--- config.mk ---
export PLATFORM = sky130hd
export DESIGN_NAME = sram_controller
export DESIGN_NICKNAME = d
export VERILOG_FILES = /design/src/rtl/arm_mem_pkg.sv /design/src/rtl/sram_phase_counter.sv /design/src/rtl/sram_controller.sv
export SDC_FILE = /design/constraint.sdc
export NUM_CORES = 1
export LEC_CHECK = 0
export CORE_UTILIZATION = 40
export DETAILED_ROUTE_END_ITERATION = 10
export PLACE_DENSITY_LB_ADDON = 0.05
export RECOVER_POWER = 100
export SKIP_LAST_GASP = 1
export SLEW_MARGIN = 25
export SYNTH_ARGS = -nofsm -noshare
export SYNTH_HDL_FRONTEND = slang
export SYNTH_SLANG_ARGS = --single-unit
--- constraint.sdc ---
create_clock -name clk -period 2 [get_ports clk]
set_clock_uncertainty 0.05 [all_clocks]
set_input_delay 0.4 -clock clk [delete_from_list [all_inputs] [get_ports clk]]
set_output_delay 0.4 -clock clk [all_outputs]
set_load 0.02 [all_outputs]
--- src/rtl/arm_mem_pkg.sv ---
// Shared types and constants for the 32-bit-over-16-bit SRAM data-memory path.
package arm_mem_pkg;
    typedef enum logic [1:0] {IDLE, LO, HI, DONE} state_t;

    localparam int BASE_ADDR_DEFAULT = 1024;
    localparam int DQ_W              = 16;

    // Word index of a byte address; callers truncate to the SRAM word width.
    function automatic logic [31:0] word_index(input logic [31:0] addr, input logic [31:0] base);
        return (addr - base) >> 2;
    endfunction
endpackage

--- src/rtl/sram_phase_counter.sv ---
// Counts the clocks of one half-access phase and flags the final (and penultimate) cycle.
module sram_phase_counter #(
    parameter int CYCLES = 2
) (
    input  logic clk,
    input  logic rst,
    input  logic en,
    output logic last_cycle,
    output logic pre_last
);
    localparam int CW = (CYCLES > 2) ? $clog2(CYCLES) : 1;

    logic [CW-1:0] count;

    assign last_cycle = en && (count == CW'(CYCLES - 1));
    assign pre_last   = en && (count == CW'(CYCLES - 2));

    // Wrapping on last_cycle clears the count for the next phase's entry.
    always_ff @(posedge clk or negedge rst) begin
        if (!rst)
            count <= '0;
        else if (!en || last_cycle)
            count <= '0;
        else
            count <= count + 1'b1;
    end
endmodule

--- src/rtl/sram_controller.sv ---
// Splits a 32-bit MEM-stage load/store into two timed 16-bit async-SRAM accesses, low half first.
module sram_controller
    import arm_mem_pkg::*;
#(
    parameter int BASE_ADDR     = BASE_ADDR_DEFAULT,
    parameter int SRAM_ADDR_W   = 18,
    parameter int ACCESS_CYCLES = 2
) (
    input  logic                   clk,
    input  logic                   rst,
    input  logic                   rd_en,
    input  logic                   wr_en,
    input  logic [31:0]            address,
    input  logic [31:0]            write_data,
    output logic [31:0]            read_data,
    output logic                   ready,
    output logic [SRAM_ADDR_W-1:0] sram_addr,
    output logic [DQ_W-1:0]        sram_dq_out,
    input  logic [DQ_W-1:0]        sram_dq_in,
    output logic                   sram_dq_oe,
    output logic                   sram_we_n
);
    state_t                 state;
    logic                   is_store;
    logic [SRAM_ADDR_W-2:0] word;
    logic [31:0]            wdata;
    logic [SRAM_ADDR_W-2:0] word_next;
    logic                   last_cycle, pre_last;

    assign word_next = (SRAM_ADDR_W-1)'(word_index(address, 32'(BASE_ADDR)));
    assign ready     = (state == IDLE && !rd_en && !wr_en) || state == DONE;

    sram_phase_counter #(.CYCLES(ACCESS_CYCLES)) u_cnt (
        .clk        (clk),
        .rst        (rst),
        .en         (state == LO || state == HI),
        .last_cycle (last_cycle),
        .pre_last   (pre_last)
    );

    // Strobe opens at phase entry and closes one cycle early so address/data hold past we_n rising.
    always_ff @(posedge clk or negedge rst) begin
        if (!rst) begin
            state       <= IDLE;
            is_store    <= 1'b0;
            word        <= '0;
            wdata       <= '0;
            read_data   <= '0;
            sram_addr   <= '0;
            sram_dq_out <= '0;
            sram_dq_oe  <= 1'b0;
            sram_we_n   <= 1'b1;
        end else begin
            case (state)
                IDLE: if (rd_en || wr_en) begin
                    state       <= LO;
                    is_store    <= wr_en;
                    word        <= word_next;
                    wdata       <= write_data;
                    sram_addr   <= {word_next, 1'b0};
                    sram_dq_out <= write_data[15:0];
                    sram_dq_oe  <= wr_en;
                    sram_we_n   <= !wr_en;
                end
                LO: if (last_cycle) begin
                    state       <= HI;
                    if (!is_store) read_data[15:0] <= sram_dq_in;
                    sram_addr   <= {word, 1'b1};
                    sram_dq_out <= wdata[31:16];
                    sram_we_n   <= !is_store;
                end else if (pre_last) begin
                    sram_we_n   <= 1'b1;
                end
                HI: if (last_cycle) begin
                    state       <= DONE;
                    if (!is_store) read_data[31:16] <= sram_dq_in;
                    sram_dq_oe  <= 1'b0;
                    sram_we_n   <= 1'b1;
                end else if (pre_last) begin
                    sram_we_n   <= 1'b1;
                end
                default: state <= IDLE;
            endcase
        end
    end
endmodule
==> out/qor.yml <==
power_and_ir_drop:
  power_uw: 10500
  peakVddDrop_uv: 693
  power_density_nw_per_um2: 1630
  p_leak_uw: 0.00274
worst_setup_path:
  max_stage_delay_ps: 590
  crit_slowest_cell: "clkdlybuf4s50_1"
  end_kind: "output port"
  cp_max_fo: 2
  reg2reg_depth: 8
  critical_path.cell_chain: "clkdlybuf4s50_1"
  path_delay_family: "buffers and inverters"
  crit_required_ps: 1550
  cp.depth: 1
  cp-start-kind: "flip-flop"
  arrival_ps: 1490
  worstSetupPathType: "reg2out"
  crit_buf_inv: 1
clock_tree:
  cts_tree: "done"
  cts_root_buf: "clkbuf_8"
  clkTransAtPathRegs_ps: 100
  cts_inserted_buffers: 9
  clk_latency_ps: 350
  cts_setup_buffers: 0
  h-tree-depth: 3
  cts.path.max_buffers: 2
  cts_sinks: 105
drt:
  viasPerCell: 4.74
  antenna_left: 0
  drtPass1Iterations: 6
  vias: 3137
  drc: 0
  wl_per_cell_um: 14.2
  drt_wl_total_um: 9380
  drt_iter0_markers: 81
finish:
  drive_gt1_share_pct: 22.4
  syn2layout_area_growth_pct: 43.4
  multi_input_area_sq_um: 1730
  seqCellArea_sq_um: 2630
  mostFrequentLayoutCells: "dfrtp_1, dlygate4sd3_1, clkdlybuf4s50_1"
  fill_cells: 948
  n_antenna_cell: 0
  nets: 606
  layout_commonest_cell: "dfrtp_1"
  final_util_pct: 59.1
global_route:
  gr-usage-all-layers_pct: 17.1
  overflow: 0
  grt_max_degree: 45
  antenna_found_initial: 0
  grt_first_pass_wirelength_um: 15400
  first_global_vias: 3140
die:
  std_cell_rows: 38
  initial_core_util_pct: 41.2
  core_area_sq_um: 10800
  die_h_um: 108
  ios: 153
  die_w_um: 108
  die-area_sq_um: 11600
run:
  cap_violations: 0
timing:
  hold_viol: 0
  fin_ws_ps: 63.8
  rsz0062_at_grt: "false"
  setup_viol: 0
  relSlewSlack_pct: 59.2
  tns_ps: 0
  tightest_slew_ps: 613
  max_freq_ghz: 0.516
  slew_viol_final: 0
  fin_crit_ps: 1940
  period_share_pct: 96.8
logic_synthesis:
  synth_fa_ha_area_share_pct: 1.40
  avgSynthCellArea_sq_um: 12.6
  ys_seq_area_share_pct: 58.8
  synthCells: 355
  synth-simple-area-share_pct: 8.06
  ys_types: 31
  synth.mux.area_fraction_pct: 20.9
  synth_top_family_by_area: "multiplexers"
  synth_compound_area_share_pct: 6.49
  syn-num-nets: 444
  synth_xor_area_share_pct: 1.37
  synth_area_sq_um: 4470
  yosys_warnings: 0
  ys_ff_latch: 105
worst_hold_path:
  hold_depth: 2
  hold_class: "reg2reg"
place:
  io_buffer_count: 137
  hpwl_um: 6970
  place_congestion: 0.778
  place_worst_setup_slack_ps: -264
status:
  status: "complete, no violations"
[layout make-up]
type | count | share of cell area (%)
tap | 140 | 2.73
multi-input combinational | 225 | 27.0
clock buffer | 12 | 2.27
sequential | 105 | 41.0
timing repair buffer | 170 | 25.4
inverter | 6 | 0.351
clock inverter | 4 | 1.19
[synth_stat cells]
cell type	n	share of area, %
o211ai_1	2	0.34
o21ai_1	26	2.9
inv_1	6	0.50
o21ai_0	16	1.8
nand2_1	44	3.7
mux2_2	60	15
buf_6	3	0.76
clkbuf_2	2	0.22
dfstp_2	1	0.59
nor3b_4	1	0.42
nor2_1	7	0.59
dfrtp_1	104	58
nor3b_1	2	0.34
nor3_1	2	0.22
buf_2	9	1.0
a22o_1	1	0.20
xnor2_1	7	1.4
ha_1	5	1.4
or3_4	1	0.25
nor2b_1	4	0.56
nand3_1	4	0.45
nor4_2	2	0.56
nand3_2	2	0.45
mux2i_1	26	5.8
o22ai_1	1	0.14
a21oi_1	7	0.78
or2_2	2	0.28
o21bai_1	1	0.17
o21a_1	1	0.17
or4_4	1	0.25
clkbuf_1	5	0.42
[kinds of logic after synthesis]
family,Yosys count
AO/OA/AOI/OAI,55
XOR/XNOR,7
adder cells (fa/ha/maj),5
buffers and inverters,25
flip-flops,105
multiplexers,86
AND/OR/NAND/NOR,72
[state kept, by name (all words and copies together), names as in the netlist]
name	count
is_store	1
sram_we_n	1
state	2
sram_dq_oe	1
u_cnt.count	1
sram_dq_out	16
read_data	32
sram_addr	18
word	17
wdata	16
[path summary, 6_finish.rpt]
check	startpoint	end	slack, ps
setup / recovery	sram_we_n$_DFFE_PN1P_	sram_we_n	60
hold / removal	sram_dq_out[5]$_DFFE_PN0P_	sram_dq_out[5]$_DFFE_PN0P_	430
setup reg to reg	state[1]$_DFFE_PN0P_	sram_dq_out[1]$_DFFE_PN0P_	130
hold reg to reg	sram_dq_out[5]$_DFFE_PN0P_	sram_dq_out[5]$_DFFE_PN0P_	430
max in group asynchronous	rst	sram_addr[1]$_DFFE_PN0P_	250
min in group asynchronous	rst	read_data[31]$_DFFE_PN0P_	540
[where the power goes]
group | internal, uW | total (uW) | switching (uW)
combinational | 2660 | 5300 | 2640
sequential | 3220 | 3720 | 502
clock | 744 | 1430 | 690
total | 6630 | 10500 | 3830
[per-layer routing]
metal / share of wire, % / global-route usage, % / vias to the layer above
met5: 0 / 0 / -
met4: 1.3 / 4.31 / 0
met3: 6.7 / 4.48 / 9
met2: 48 / 28.2 / 91
met1: 44 / 22.3 / 1483
li1: - / - / 1554
[stage by stage]
step	hold slack, ps	std cells	cell area (sq um)
global placement	283	645	6220
global route	451	662	6410
floorplan	54.4	355	4470
detailed placement	284	645	6220
CTS	440	662	6460
finish	431	662	6410
[repair_timing]
action                                  4_1_cts  5_1_grt
endpoints found under the hold margin        24        0
pin swaps                                     0        0
gates resized for setup                      10        1
endpoints found under the setup margin        1        1
hold buffers                                  1        0
Power figures use the tool's default switching activity.
